$ cat src/rtl/traffic_pkg.sv
// Shared encodings for the intersection controller: state codes, light-head patterns,
// emergency-grant bit positions and the state -> light-head decode.
package traffic_pkg;

    localparam logic [3:0] SC_AR_SM   = 4'd0;
    localparam logic [3:0] SC_MG      = 4'd1;
    localparam logic [3:0] SC_MY      = 4'd2;
    localparam logic [3:0] SC_AR_MS   = 4'd3;
    localparam logic [3:0] SC_SG      = 4'd4;
    localparam logic [3:0] SC_SY      = 4'd5;
    localparam logic [3:0] SC_EM_AR   = 4'd6;
    localparam logic [3:0] SC_EG_M    = 4'd7;
    localparam logic [3:0] SC_EG_S    = 4'd8;
    localparam logic [3:0] SC_EM_EXIT = 4'd9;

    typedef enum logic [3:0] {
        AR_SM   = SC_AR_SM,
        MG      = SC_MG,
        MY      = SC_MY,
        AR_MS   = SC_AR_MS,
        SG      = SC_SG,
        SY      = SC_SY,
        EM_AR   = SC_EM_AR,
        EG_M    = SC_EG_M,
        EG_S    = SC_EG_S,
        EM_EXIT = SC_EM_EXIT
    } state_t;

    localparam logic [2:0] LIGHT_RED = 3'b100;
    localparam logic [2:0] LIGHT_YEL = 3'b010;
    localparam logic [2:0] LIGHT_GRN = 3'b001;

    localparam int EMG_MAIN = 0;
    localparam int EMG_SIDE = 1;

    typedef struct packed {
        logic [2:0] main;
        logic [2:0] side;
        logic [1:0] grant;
    } heads_t;

    function automatic heads_t state_heads(input state_t s);
        heads_t h;
        h.main  = LIGHT_RED;
        h.side  = LIGHT_RED;
        h.grant = '0;
        case (s)
            MG:      h.main = LIGHT_GRN;
            MY:      h.main = LIGHT_YEL;
            SG:      h.side = LIGHT_GRN;
            SY:      h.side = LIGHT_YEL;
            EG_M: begin
                h.main           = LIGHT_GRN;
                h.grant[EMG_MAIN] = 1'b1;
            end
            EG_S: begin
                h.side           = LIGHT_GRN;
                h.grant[EMG_SIDE] = 1'b1;
            end
            default: ;
        endcase
        return h;
    endfunction

endpackage

$ cat src/rtl/em_arbiter.sv
// Emergency request tie-break plus a record of which road was last granted, so the
// exit state knows which road counts as "the other one".
module em_arbiter #(
    parameter bit EM_TIE_MAIN = 1'b1
) (
    input  logic clk_i,
    input  logic rst_i,
    input  logic em_main_i,
    input  logic em_side_i,
    input  logic latch_i,
    input  logic latch_main_i,
    output logic any_o,
    output logic win_main_o,
    output logic served_main_o
);

    logic served_main_q;

    assign any_o         = em_main_i | em_side_i;
    assign win_main_o    = em_main_i && (!em_side_i || EM_TIE_MAIN);
    assign served_main_o = served_main_q;

    always_ff @(posedge clk_i) begin
        if (rst_i) begin
            served_main_q <= 1'b0;
        end else if (latch_i) begin
            served_main_q <= latch_main_i;
        end
    end

endmodule

$ cat src/rtl/intersection_sequencer.sv
// Main/side intersection sequencer with emergency preemption. Drives the external phase
// timer restart (ST) and consumes its short/long elapsed flags; light heads are Moore.
module intersection_sequencer
    import traffic_pkg::*;
#(
    parameter int SIDE_MAX_EXT = 2,
    parameter int EM_TIE_MAIN  = 1
) (
    input  logic       Clk,
    input  logic       Rst,
    input  logic       SideCar,
    input  logic       EmMain,
    input  logic       EmSide,
    input  logic       TS,
    input  logic       TL,
    output logic       ST,
    output logic [2:0] MainLight,
    output logic [2:0] SideLight,
    output logic [1:0] EmGrant,
    output logic [3:0] StateDbg
);

    localparam int EXT_W = (SIDE_MAX_EXT < 4) ? 2 : $clog2(SIDE_MAX_EXT + 1);
    localparam logic [EXT_W-1:0] EXT_MAX = EXT_W'(SIDE_MAX_EXT);

    state_t           state_q, state_d;
    logic             st_q, st_d;
    logic [EXT_W-1:0] ext_q, ext_d;
    logic             em_any, win_main, served_main;
    logic             arb_latch;
    heads_t           heads;

    em_arbiter #(.EM_TIE_MAIN(EM_TIE_MAIN != 0)) u_arb (
        .clk_i         (Clk),
        .rst_i         (Rst),
        .em_main_i     (EmMain),
        .em_side_i     (EmSide),
        .latch_i       (arb_latch),
        .latch_main_i  (state_d == EG_M),
        .any_o         (em_any),
        .win_main_o    (win_main),
        .served_main_o (served_main)
    );

    // Timer flags are stale during the restart cycle, so nothing is evaluated while st_q is set.
    always_comb begin
        state_d = state_q;
        st_d    = 1'b0;
        ext_d   = ext_q;
        if (!st_q) begin
            unique case (state_q)
                MG: begin
                    if (EmMain)                state_d = EG_M;
                    else if (EmSide)           state_d = MY;
                    else if (TL && SideCar)    state_d = MY;
                end
                MY: if (TS) state_d = em_any ? EM_AR : AR_MS;
                AR_MS: begin
                    if (TS) begin
                        if (em_any) begin
                            state_d = win_main ? EG_M : EG_S;
                        end else begin
                            state_d = SG;
                            ext_d   = '0;
                        end
                    end
                end
                SG: begin
                    if (EmSide)      state_d = EG_S;
                    else if (EmMain) state_d = SY;
                    else if (TL) begin
                        if (SideCar && ext_q < EXT_MAX) begin
                            st_d  = 1'b1;
                            ext_d = ext_q + EXT_W'(1);
                        end else begin
                            state_d = SY;
                        end
                    end
                end
                SY: if (TS) state_d = em_any ? EM_AR : AR_SM;
                AR_SM, EM_AR: begin
                    if (TS) state_d = em_any ? (win_main ? EG_M : EG_S) : MG;
                end
                EG_M: if (!EmMain && TS) state_d = EM_EXIT;
                EG_S: if (!EmSide && TS) state_d = EM_EXIT;
                EM_EXIT: begin
                    if (TS) begin
                        if (served_main && EmSide)       state_d = EG_S;
                        else if (!served_main && EmMain) state_d = EG_M;
                        else                             state_d = MG;
                    end
                end
                default: state_d = AR_SM;
            endcase
        end
        if (state_d != state_q) st_d = 1'b1;
    end

    assign arb_latch = (state_d != state_q) && (state_d == EG_M || state_d == EG_S);

    always_ff @(posedge Clk) begin
        if (Rst) begin
            state_q <= AR_SM;
            st_q    <= 1'b1;
            ext_q   <= '0;
        end else begin
            state_q <= state_d;
            st_q    <= st_d;
            ext_q   <= ext_d;
        end
    end

    assign heads     = state_heads(state_q);
    assign MainLight = heads.main;
    assign SideLight = heads.side;
    assign EmGrant   = heads.grant;
    assign ST        = st_q;
    assign StateDbg  = state_q;

endmodule

$ cat config.mk
export PLATFORM = sky130hd
export DESIGN_NAME = intersection_sequencer
export DESIGN_NICKNAME = d
export VERILOG_FILES = /design/src/rtl/traffic_pkg.sv /design/src/rtl/em_arbiter.sv /design/src/rtl/intersection_sequencer.sv
export SDC_FILE = /design/constraint.sdc
export NUM_CORES = 1
export LEC_CHECK = 0
export BUFFER_PORTS_ARGS = -buffer_cell sky130_fd_sc_hd__buf_2
export CAP_MARGIN = 20
export CORE_ASPECT_RATIO = 1.2
export CORE_MARGIN = 2
export CORE_UTILIZATION = 59
export DETAILED_ROUTE_END_ITERATION = 10
export MAX_ROUTING_LAYER = met4
export PLACE_DENSITY_LB_ADDON = 0.12
export SYNTH_ARGS = -nofsm -noshare
export SYNTH_HDL_FRONTEND = slang
export SYNTH_SLANG_ARGS = --single-unit
$ cat constraint.sdc
create_clock -name Clk -period 3.75 [get_ports Clk]
set_clock_uncertainty 0.1 [all_clocks]
set_input_delay 0.5625 -clock Clk [delete_from_list [all_inputs] [get_ports Clk]]
set_output_delay 0.5625 -clock Clk [all_outputs]
set_load 0.03 [all_outputs]
# After elaboration in Yosys (flattened, before gate mapping)
# Cells that the tools add are included.
totals:
  regBits: 8
  latch_bits: 0
  ram_bits: 0
  romBits: 0
  inputBits: 7
  output_inout_bits: 13
  wordCells: 84
  memories: 0
op_classes:
  addsub: 1
  n_mul: 0
  div: 0
  n_lt_le_gt_ge: 1
  eq_ne: 18
  shift: 0
  muxes: 40
  bitwise: 2
  reduce_logical: 18
op_table:
  columns: ["operator", "n"]
  rows:
  - ["2-to-1 mux 4 bit", 19]
  - ["case mux 4 bit (9 select lines)", 1]
  - ["equality test 4 x 3 -> 1 bit, second input constant", 5]
  - ["equality test 4 bit, second input constant", 3]
  - ["2-to-1 mux 2 bit", 6]
  - ["!= test 2 bit, second input constant", 6]
  - ["case mux 3 bit (2 select lines)", 2]
  - ["2-to-1 mux 3 bit", 3]
  - ["equality test 4 x 2 -> 1 bit, second input constant", 2]
  - ["2-to-1 mux 1 bit", 8]
  - ["AND reduction 8 bit", 1]
  - ["OR reduction 2 bit", 4]
  - ["logical AND 1 bit", 7]
  - ["equality test 4 x 1 -> 1 bit, second input constant", 1]
  - ["logical NOT 4 bit", 1]
  - ["!= test 4 bit", 1]
  - ["case mux 2 bit (2 select lines)", 1]
  - ["logical NOT 1 bit", 3]
  - ["adder 2 x 1 -> 2 bit, second input constant", 1]
  - ["< comparator 2 bit, second input constant", 1]
  - ["nonzero test 2 bit", 1]
  - ["logical OR 1 bit", 1]
  - ["inverter 1 bit", 1]
  - ["OR 1 bit", 1]

# Depth between registers and ports, before layout
# Gate-level depths: netlist of run 1.
depth:
  ltp_word: 11
  ltp_mapped: 9
  mapped_depth_nobuf: 7

# Cells and area by module
# From an unflattened synthesis of run 1, not the netlist that was laid out.
unflattened:
  hier_cells: 129
  area_unflattened_um2: 988.4
modules_own_cells:
  columns: ["module", "n_inst", "cells_per_inst", "area_each_um2", "seq_area_each_um2"]
  rows:
  - ["intersection_sequencer", 1, 124, 940.9, 140.1]
  - ["em_arbiter", 1, 5, 47.5, 20.0]

# Worst setup path after synthesis of run 1
# OpenSTA, ideal clock, no wires.
synth_timing:
  path_kind: "register to register"
  from: "reg state_q[1], in the netlist StateDbg[1]"
  to: "reg u_arb.served_main_q, in the netlist u_arb.served_main_o"
  setup_ns: 0.079
  arrival_time_ns: 3.062
  required_time_ns: 3.571
  path_slack_ns: 0.509
  path_stages_with_launch: 9
  path_buffers: 1
  synth_period_minus_slack_ns: 3.241
  path_cell_list: "dfxtp_1 > buf_4 > nor4b_1 > a32oi_1 > o31ai_1 > o21ai_1 > mux2i_1 > or4b_1 > o211ai_1"
synth_between:
  elab_chain_cells: 9
  word_cells_on_any_way: 32
  classes_between: "12 x eq/ne; 16 x mux; 4 x reduce/logical"
synth_rtl:
  columns: ["item", "line", "source"]
  rows:
  - ["from (decl)", "intersection_sequencer.sv:26", "state_t state_q, state_d;"]
  - ["from (signal assigned)", "intersection_sequencer.sv:107", "state_q <= state_d;"]
  - ["2-to-1 mux 4 bit", "intersection_sequencer.sv:72", "if (SideCar && ext_q < EXT_MAX) begin"]
  - ["2-to-1 mux 4 bit", "intersection_sequencer.sv:71", "else if (TL) begin"]
  - ["2-to-1 mux 4 bit", "intersection_sequencer.sv:70", "else if (EmMain) state_d = SY;"]
  - ["2-to-1 mux 4 bit", "intersection_sequencer.sv:69", "if (EmSide) state_d = EG_S;"]
  - ["case mux 4 bit (9 select lines)", "intersection_sequencer.sv:51", "unique case (state_q)"]
  - ["2-to-1 mux 4 bit", "intersection_sequencer.sv:50", "if (!st_q) begin"]
  - ["equality test 4 x 3 -> 1 bit or equality test 4 bit (tied branches)", "intersection_sequencer.sv:39, intersection_sequencer.sv:99", null]
  - ["logical OR 1 bit", "intersection_sequencer.sv:99", "assign arb_latch = (state_d != state_q) && (state_d == EG_M || state_d == EG_S);"]
  - ["logical AND 1 bit", "intersection_sequencer.sv:99", null]
  - ["to (signal assigned)", "em_arbiter.sv:27", "served_main_q <= latch_main_i;"]
  - ["to (decl)", "em_arbiter.sv:17", "logic served_main_q;"]
# Parallel ways exist; a longest one is shown, timed or not.
# A chain may end at the register's enable or synchronous reset.

# Final worst setup path of run 1
layout_timing:
  from: "reg state_q[2], in the netlist StateDbg[2]"
  to: "reg u_arb.served_main_q, in the netlist u_arb.served_main_o"
# Same word-level chain as after synthesis.

==> results of run 1 <==
==> routing by layer <==
metal	global-route usage, %	share of wire [%]	routed length [um]	vias to the layer above
met3	2.158	6.7	185	4
met2	43.18	49	1372	58
met1	37.55	42	1178	555
li1	-	-	-	582
met5	-	0	0	-
met4	9.896	1.4	40	0
==> registers in the layout, summed over array words and instances, names as in the netlist <==
name                 count
ST                       1
StateDbg                 4
ext_q                    2
u_arb.served_main_o      1
==> cell families after synthesis <==
logic type | Yosys count | synth area share, %
AOI/OAI and AO/OA | 50 | 33.96
and+or+nand+nor | 68 | 38.99
xor gates and xnor gates | 1 | 0.8198
buffers and inverters | 21 | 9.367
adders and majority gates | 1 | 0.9368
muxes | 1 | 0.9368
DFF | 8 | 14.99
==> synthesized netlist by cell type (all sizes together), types with 2 or more instances <==
| library cell | count | share of area [%] |
|---|---|---|
| nor2 | 13 | 4.6 |
| a21oi | 12 | 6.0 |
| buf | 10 | 5.4 |
| nand2 | 10 | 3.5 |
| o21ai | 10 | 4.7 |
| dfxtp | 8 | 15 |
| nor2b | 8 | 4.7 |
| inv | 7 | 2.5 |
| a31oi | 6 | 3.5 |
| nor3 | 6 | 2.8 |
| clkbuf | 4 | 1.5 |
| a211oi | 3 | 2.1 |
| a32oi | 3 | 4.2 |
| nand2b | 3 | 1.8 |
| nand3 | 3 | 1.4 |
| nand4 | 3 | 1.8 |
| nor3b | 3 | 2.1 |
| nor4 | 3 | 1.8 |
| nor4b | 3 | 2.5 |
| nor4bb | 3 | 2.8 |
| a221o | 2 | 1.9 |
| a22oi | 2 | 1.4 |
| and4bb | 2 | 2.3 |
| nand3b | 2 | 1.4 |
| o211ai | 2 | 1.4 |
| or4b | 2 | 2.2 |
==> critical path, stage by stage, from the launching register on <==
cell	delay, ns
dfxtp_1	0.82
xnor2_1	0.29
and2_4	0.24
a221o_1	0.31
o21ai_1	0.21
mux2i_1	0.12
or4b_1	0.51
o211ai_1	0.10
==> final timing paths <==
check                   endpoint  slack (ns)  cells past startpoint        start
max reg2reg  u_arb.served_main_o        0.97                      7  StateDbg[2]
min reg2reg             ext_q[1]        0.42                      2     ext_q[1]
max          u_arb.served_main_o        0.97                      7  StateDbg[2]
min                     ext_q[1]        0.42                      2     ext_q[1]
==> cell type report <==
type,instances,share of cell area (%)
Clock buffer,3,1.985
Inverter,7,2.315
Multi-Input combinational cell,121,71.22
Sequential cell,8,14.11
Tap cell,18,1.985
Timing Repair Buffer,19,8.379
==> report_power, final <==
group	switching (mW)	internal, mW	total, mW
Clock	0.0232	0.0362	0.0594
Combinational	0.431	0.262	0.693
Sequential	0.129	0.115	0.244
==> through the flow <==
step | area [um^2] | worst slack [ns] | utilization [%]
floorplan | 1069 | 0.5094 | -
global placement | 1112 | 1.103 | 66.94
detailed placement | 1112 | 1.015 | 66.94
CTS | 1135 | 1.012 | 68.30
global route | 1135 | 0.8527 | 68.30
finish | 1135 | 0.9733 | 68.30
==> flow_summary.yaml, run 1 <==
sta:
  period_share_pct: 74.04
  fmax_ghz: 0.3601
  rsz0062_at_grt: "false"
  whs_ns: 0.4202
  finalSetupTns_ns: 0
  hold_viol: 0
  worst_pin_slew_ns: 0.8097
  setup_viol_count_final: 0
  min_period_ns: 2.777
  relSlewSlack_pct: 45.94
  slew_viol_final: 0
clock_network:
  numClockSinks: 8
  cts_buffers: 3
  clk_pin_slew_ns: 0.05
  cts_setup_buffers: 0
  cts_tree: "done"
  cts.repair.resized: 0
  worstSkewPairLatency_ns: 0.24
  postCtsHoldBufs: 0
  cts_htree_levels: 1
  root_buffer: "clkbuf_4"
  clock_path_buffers: 2
run:
  cap_violations: 0
grt:
  antenna_found_initial: 0
  grt_usage_pct: 27.79
  overflow: 0
  grt_first_pass_wirelength_um: 4712
  grt_max_degree: 27
  grt_pass1_vias: 1039
yosys:
  yosysSeqAreaShare_pct: 14.99
  synth.avg_cell_area_um2: 7.124
  async_reset_ff_share_pct: 0
  syn_nets: 157
  synth_edf_count: 0
  synth_cell_types: 50
  synth_seq_cells: 8
  synthCells: 150
  synthFlopType: "dfxtp_1"
  synth_warnings: 0
  syn-cell-area_um2: 1069
power_and_ir_drop:
  ir_drop_uv: 647.5
  power_leakage_nw: 0.4300
  power.total_uw: 997.2
  power.density_nw_per_um2: 878.7
cells_and_area:
  stdcell_count: 176
  drive_above_1_share_pct: 20.25
  register_area_um2: 160.2
  multi_input_area_um2: 808.3
  area_growth_pct: 6.206
  final_common_cell: "buf_2"
  n_fill_cell: 153
  mostFrequentLayoutCells: "19 x buf_2, 13 x nor2_1, 11 x a21oi_1, 10 x nand2_1, 9 x o21ai_0"
  antenna_cells: 0
  fin_nets: 167
run_status:
  status: "finished clean"
worst_setup_path:
  cp.arrival_ns: 2.84
  cp_max_fo: 25
  worst-setup-path-type: "reg -> reg"
  crit_required_ns: 3.81
  start_kind: "register"
  cp-end-kind: "register"
placed_design:
  post-place-cells: 173
  portBuffers: 19
  dp_hpwl_um: 2001
  gp_congestion: 0.9061
route:
  num_vias: 1199
  drt-total-wl_um: 2776
  antenna_left: 0
  drc: 0
  vias_per_cell: 6.813
  drt-initial-drc-count: 70
  dr.pass1.iters: 4
  wl_per_cell_um: 15.77
die:
  row_count: 16
  dieArea_um2: 2169
  die_h_um: 50.62
  io_pins: 20
  core_area_um2: 1662
  initial_core_util_pct: 64.31
  die_x_um: 42.85
worst_hold_path:
  min_path_type: "reg -> reg"
Power figures use the tool's default switching activity.
==> run 2: changes to the inputs <==
--- a/config.mk
+++ b/config.mk
@@ -9,7 +9,7 @@
 export CAP_MARGIN = 20
 export CORE_ASPECT_RATIO = 1.2
 export CORE_MARGIN = 2
-export CORE_UTILIZATION = 59
+export CORE_UTILIZATION = 50
 export DETAILED_ROUTE_END_ITERATION = 10
 export MAX_ROUTING_LAYER = met4
 export PLACE_DENSITY_LB_ADDON = 0.12
==> constraint.sdc (replaced) <==
create_clock -name Clk -period 2.3 [get_ports Clk]
set_clock_uncertainty 0.1 [all_clocks]
set_input_delay 0.345 -clock Clk [delete_from_list [all_inputs] [get_ports Clk]]
set_output_delay 0.345 -clock Clk [all_outputs]
set_load 0.03 [all_outputs]
==> run 2 against run 1 <==
Maximum frequency increased by 24%. Register-to-register slack got worse by 0.91 ns. First-iteration DRC count decreased by 14%. Critical path type unchanged.
==> flow_summary.yaml, run 2 (same netlist as run 1, synthesis figures left out) <==
cells_and_area:
  drive_above_1_share_pct: 44.74
  mostFrequentLayoutCells: "26 x buf_4, 19 x buf_2, 13 x nor2_1, 10 x nand2_1, 9 x a21oi_1"
  antenna_cells: 0
  stdcell_count: 220
  fin_nets: 198
  n_fill_cell: 163
  largest_reg_flops: 4
  area_growth_pct: 45.43
  register_area_um2: 175.2
  multi_input_area_um2: 942.2
  final_common_cell: "buf_4"
power_and_ir_drop:
  p_sw_mw: 1.172
  power_frac_clock_pct: 4.8
  power.density_nw_per_um2: 1435
  power_leakage_nw: 0.6240
  internal-power_mw: 1.057
  swShare_pct: 52.57
  pwr-share-seq_pct: 14.4
  combPwrFrac_pct: 80.8
  ir_drop_uv: 1151
  power.total_mw: 2.230
worst_setup_path:
  ff2ff_setup_slack_ns: 0.06
  crit_required_ns: 2.37
  cp_max_fo: 12
  cp-end-kind: "register"
  start_kind: "register"
  worst-setup-path-type: "reg -> reg"
  cp.arrival_ns: 2.31
die:
  dieArea_um2: 2524
  initial_core_util_pct: 52.14
  die_h_um: 54.64
  core_area_um2: 2049
  die_x_um: 46.20
  io_pins: 20
  row_count: 18
route:
  num_vias: 1364
  drt-total-wl_um: 3703
  drc: 0
  vias_per_cell: 6.200
  antenna_left: 0
  dr.pass1.iters: 4
  drt-initial-drc-count: 60
  wl_per_cell_um: 16.83
grt:
  grt_pass1_vias: 1184
  grt_usage_pct: 28.84
  overflow: 0
  grt_max_degree: 20
  grt_first_pass_wirelength_um: 5175
  antenna_found_initial: 0
clock_network:
  cts_buffers: 3
  root_buffer: "clkbuf_4"
  postCtsHoldBufs: 0
  numClockSinks: 8
  clk_pin_slew_ns: 0.05
  cts_tree: "done"
  clock_path_buffers: 2
  cts_htree_levels: 1
  worstSkewPairLatency_ns: 0.25
placed_design:
  portBuffers: 19
  gp_congestion: 0.8812
  post-place-cells: 206
  dp_hpwl_um: 2561
  preCtsSetupSlack_ns: -0.02435
run_status:
  status: "finished clean"
sta:
  finalSetupTns_ns: 0
  worst_pin_slew_ns: 0.4537
  hold_viol: 0
  relSlewSlack_pct: 69.47
  slew_viol_final: 0
  fmax_ghz: 0.4470
  worst_slack_ns: 0.06278
  setup_viol_count_final: 0
  min_period_ns: 2.237
  period_share_pct: 97.27
worst_hold_path:
  min_path_type: "in -> reg"
run:
  cap_violations: 0
[run 2: changes by cell type in the layout (fill, tap and decap cells not counted), moves of 3 or more]
cell     delta
buf_4      +26
buf_6       +5
dfxtp_1     -4
dfxtp_4     +4
nor3_1      -3
nor3_2      +3
nor4b_1     -3
[run 2: metrics by stage]
step / instance area (um^2) / utilization (%) / hold slack [ns]
after floorplan: 1112 / - / 0.3660
after global placement: 1326 / 64.71 / 0.4021
after detailed placement: 1326 / 64.71 / 0.4195
after CTS: 1359 / 66.30 / 0.2504
after global routing: 1554 / 75.82 / 0.2674
final: 1554 / 75.82 / 0.2544
[run 2: repair_timing]
action | 4_1_cts | 5_1_grt
gates cloned | 0 | 0
pin swaps | 0 | 6
resized for setup | 2 | 29
endpoints found under the setup margin | 1 | 1
hold endpoints to repair | 0 | 0
buffers inserted | 0 | 10
[run 2: area by class of cell]
| type | count | share of cell area, % |
|---|---|---|
| Inverter | 7 | 1.691 |
| Timing Repair Buffer | 50 | 22.30 |
| Multi-Input combinational cell | 121 | 60.63 |
| Sequential cell | 8 | 11.27 |
| Clock buffer | 4 | 1.691 |
| Tap cell | 30 | 2.415 |
[run 2: worst max-delay path, stage by stage (launching register included)]
cell and delay [ns]:
dfxtp_4 0.38, or4b_4 0.60, o31ai_4 0.26, o21ai_2 0.10, mux2i_1 0.15, or4b_1 0.47, o211ai_1 0.10
[run 2: power by group through the flow]
stage	clock network, mW	logic (mW)	registers [mW]
2_1_floorplan	0	1.01	0.336
3_3_place_gp	0	1.45	0.323
3_5_place_dp	0	1.48	0.327
5_1_grt	0.124	1.92	0.330
6_report	0.108	1.80	0.320
4_1_cts	0.114	1.49	0.328
[run 2: path summary, 6_finish.rpt]
| path | to | startpoint | depth (start not counted) |
|---|---|---|---|
| max | u_arb.served_main_o | StateDbg[0] | 6 |
| max reg2reg | u_arb.served_main_o | StateDbg[0] | 6 |
| min reg2reg | ext_q[1] | ext_q[1] | 2 |
| min | StateDbg[1] | Rst | 2 |
[run 2: layer usage]
metal	vias to the layer above	part of all wire (%)	track usage, %	routed length, um
li1	652	-	-	-
met1	652	40	35.63	1477
met2	50	53	46.53	1956
met3	10	5.3	2.310	195
met4	0	2.0	14.29	74
met5	-	0	-	0
==> run 3: changes to the inputs <==
--- a/config.mk
+++ b/config.mk
@@ -9,7 +9,7 @@
 export CAP_MARGIN = 20
 export CORE_ASPECT_RATIO = 1.2
 export CORE_MARGIN = 2
-export CORE_UTILIZATION = 50
+export CORE_UTILIZATION = 45
 export DETAILED_ROUTE_END_ITERATION = 10
 export MAX_ROUTING_LAYER = met4
 export PLACE_DENSITY_LB_ADDON = 0.12
==> constraint.sdc (replaced) <==
create_clock -name Clk -period 2.75 [get_ports Clk]
set_clock_uncertainty 0.1 [all_clocks]
set_input_delay 0.4125 -clock Clk [delete_from_list [all_inputs] [get_ports Clk]]
set_output_delay 0.4125 -clock Clk [all_outputs]
set_load 0.03 [all_outputs]
==> run 3 against run 2 <==
Via count down 9.3%. Hold slack better by 0.089 ns. First-iteration DRC count up 8.3%. Design area down 21%. Global-route usage down 4.3 points. Wire length down 15%. Critical path depth up 2. Combinational power down 38%. Non-clock buffer count down 25. Maximum frequency down 9.7%. Clock power down 20%. Core utilization down 22 points. Critical path type unchanged. Highest routed layer unchanged.
==> flow_summary.yaml, run 3 (same netlist as run 1, synthesis figures left out) <==
run_status:
  status: "finished clean"
sta:
  worst_pin_slew_ns: 0.5509
  rsz0062_at_grt: "false"
  min_period_ns: 2.477
  period_share_pct: 90.07
  hold_viol: 0
  finalSetupTns_ns: 0
  setup_viol_count_final: 0
  slew_viol_final: 0
  fmax_ghz: 0.4037
  relSlewSlack_pct: 63.01
die:
  die_h_um: 57.38
  initial_core_util_pct: 46.82
  die_x_um: 48.49
  io_pins: 20
  core_area_um2: 2282
  row_count: 19
  dieArea_um2: 2782
clock_network:
  root_buffer: "clkbuf_4"
  cts_htree_levels: 1
  cts.repair.resized: 0
  postCtsHoldBufs: 0
  worstSkewPairLatency_ns: 0.25
  cts_setup_buffers: 0
  numClockSinks: 8
  cts_tree: "done"
  clock_path_buffers: 2
  cts_buffers: 3
  clk_pin_slew_ns: 0.05
route:
  vias_per_cell: 6.344
  drc: 0
  drt-initial-drc-count: 65
  num_vias: 1237
  dr.pass1.iters: 4
  drt-total-wl_um: 3136
  antenna_left: 0
  wl_per_cell_um: 16.08
cells_and_area:
  mostFrequentLayoutCells: "19 x buf_2, 13 x nor2_1, 11 x a21oi_1, 10 x nand2_1, 9 x o21ai_0"
  n_fill_cell: 240
  largest_reg_flops: 4
  fin_nets: 173
  multi_input_area_um2: 820.8
  antenna_cells: 0
  area_growth_pct: 14.29
  design_area_um2: 1221
  drive_above_1_share_pct: 24.39
  register_area_um2: 160.2
  final_common_cell: "buf_2"
grt:
  grt_pass1_vias: 1148
  grt_first_pass_wirelength_um: 5285
  antenna_found_initial: 0
  grt_max_degree: 17
  grt_usage_pct: 24.53
  overflow: 0
placed_design:
  place_area_um2: 1199
  gp_congestion: 0.9281
  portBuffers: 19
  dp_hpwl_um: 2399
power_and_ir_drop:
  ir_drop_uv: 804.8
  power.density_nw_per_um2: 1200
  power_leakage_nw: 0.4684
worst_setup_path:
  cp_max_fo: 13
  cp.arrival_ns: 2.56
  start_kind: "register"
  crit_required_ns: 2.83
  worst-setup-path-type: "reg -> reg"
  cp-end-kind: "register"
run:
  cap_violations: 0
worst_hold_path:
  min_path_type: "in -> reg"
## run 3: cell count changes in the layout (fill, tap and decap cells not counted), sizes merged
cell and delta:
clkbuf -1, buf -25
## run 3: area by class of cell
type                            instances  share of cell area (%)
Inverter                                7                   2.152
Sequential cell                         8                   13.11
Timing Repair Buffer                   25                   12.50
Clock buffer                            3                   1.844
Multi-Input combinational cell        121                   67.21
Tap cell                               31                   3.176
## run 3: worst max-delay path, cell delays in order, from the launching register on
cell and delay, ns:
dfxtp_1 0.52, buf_4 0.27, and4bb_2 0.30, a32oi_1 0.19
o31ai_1 0.10, o21ai_1 0.21, mux2i_1 0.13, or4b_1 0.47
o211ai_1 0.10
## run 3: stage by stage
step	hold slack (ns)	setup WS (ns)	std cells	utilization (%)	total power [mW]
2_1_floorplan	0.3660	0.03253	150	-	1.087
4_1_cts	0.3378	0.2547	195	53.51	1.454
3_5_place_dp	0.4121	0.2581	192	52.52	1.362
6_report	0.3437	0.2731	195	53.51	1.466
3_3_place_gp	0.3953	0.3124	192	52.52	1.356
5_1_grt	0.3523	0.06795	195	53.51	1.578
## run 3: power breakdown
part | total, mW | switching [mW] | internal [mW]
sequential | 0.255 | 0.0978 | 0.157
clock | 0.0868 | 0.0371 | 0.0497
combinational | 1.12 | 0.710 | 0.414
total | 1.47 | 0.845 | 0.621
## run 3: path summary, 6_finish.rpt
path                     from                   to  slack (ns)  cells after the start
setup reg to reg  StateDbg[3]  u_arb.served_main_o        0.27                      8
hold / removal            Rst             ext_q[1]        0.34                      2
hold reg to reg      ext_q[1]             ext_q[1]        0.41                      2
setup / recovery  StateDbg[3]  u_arb.served_main_o        0.27                      8
## run 3: metal layers
metal / share of wire, % / GRT usage, %
met5: 0 / -
met4: 2.8 / 11.43
met3: 7.0 / 4.712
met2: 51 / 39.48
met1: 39 / 29.74
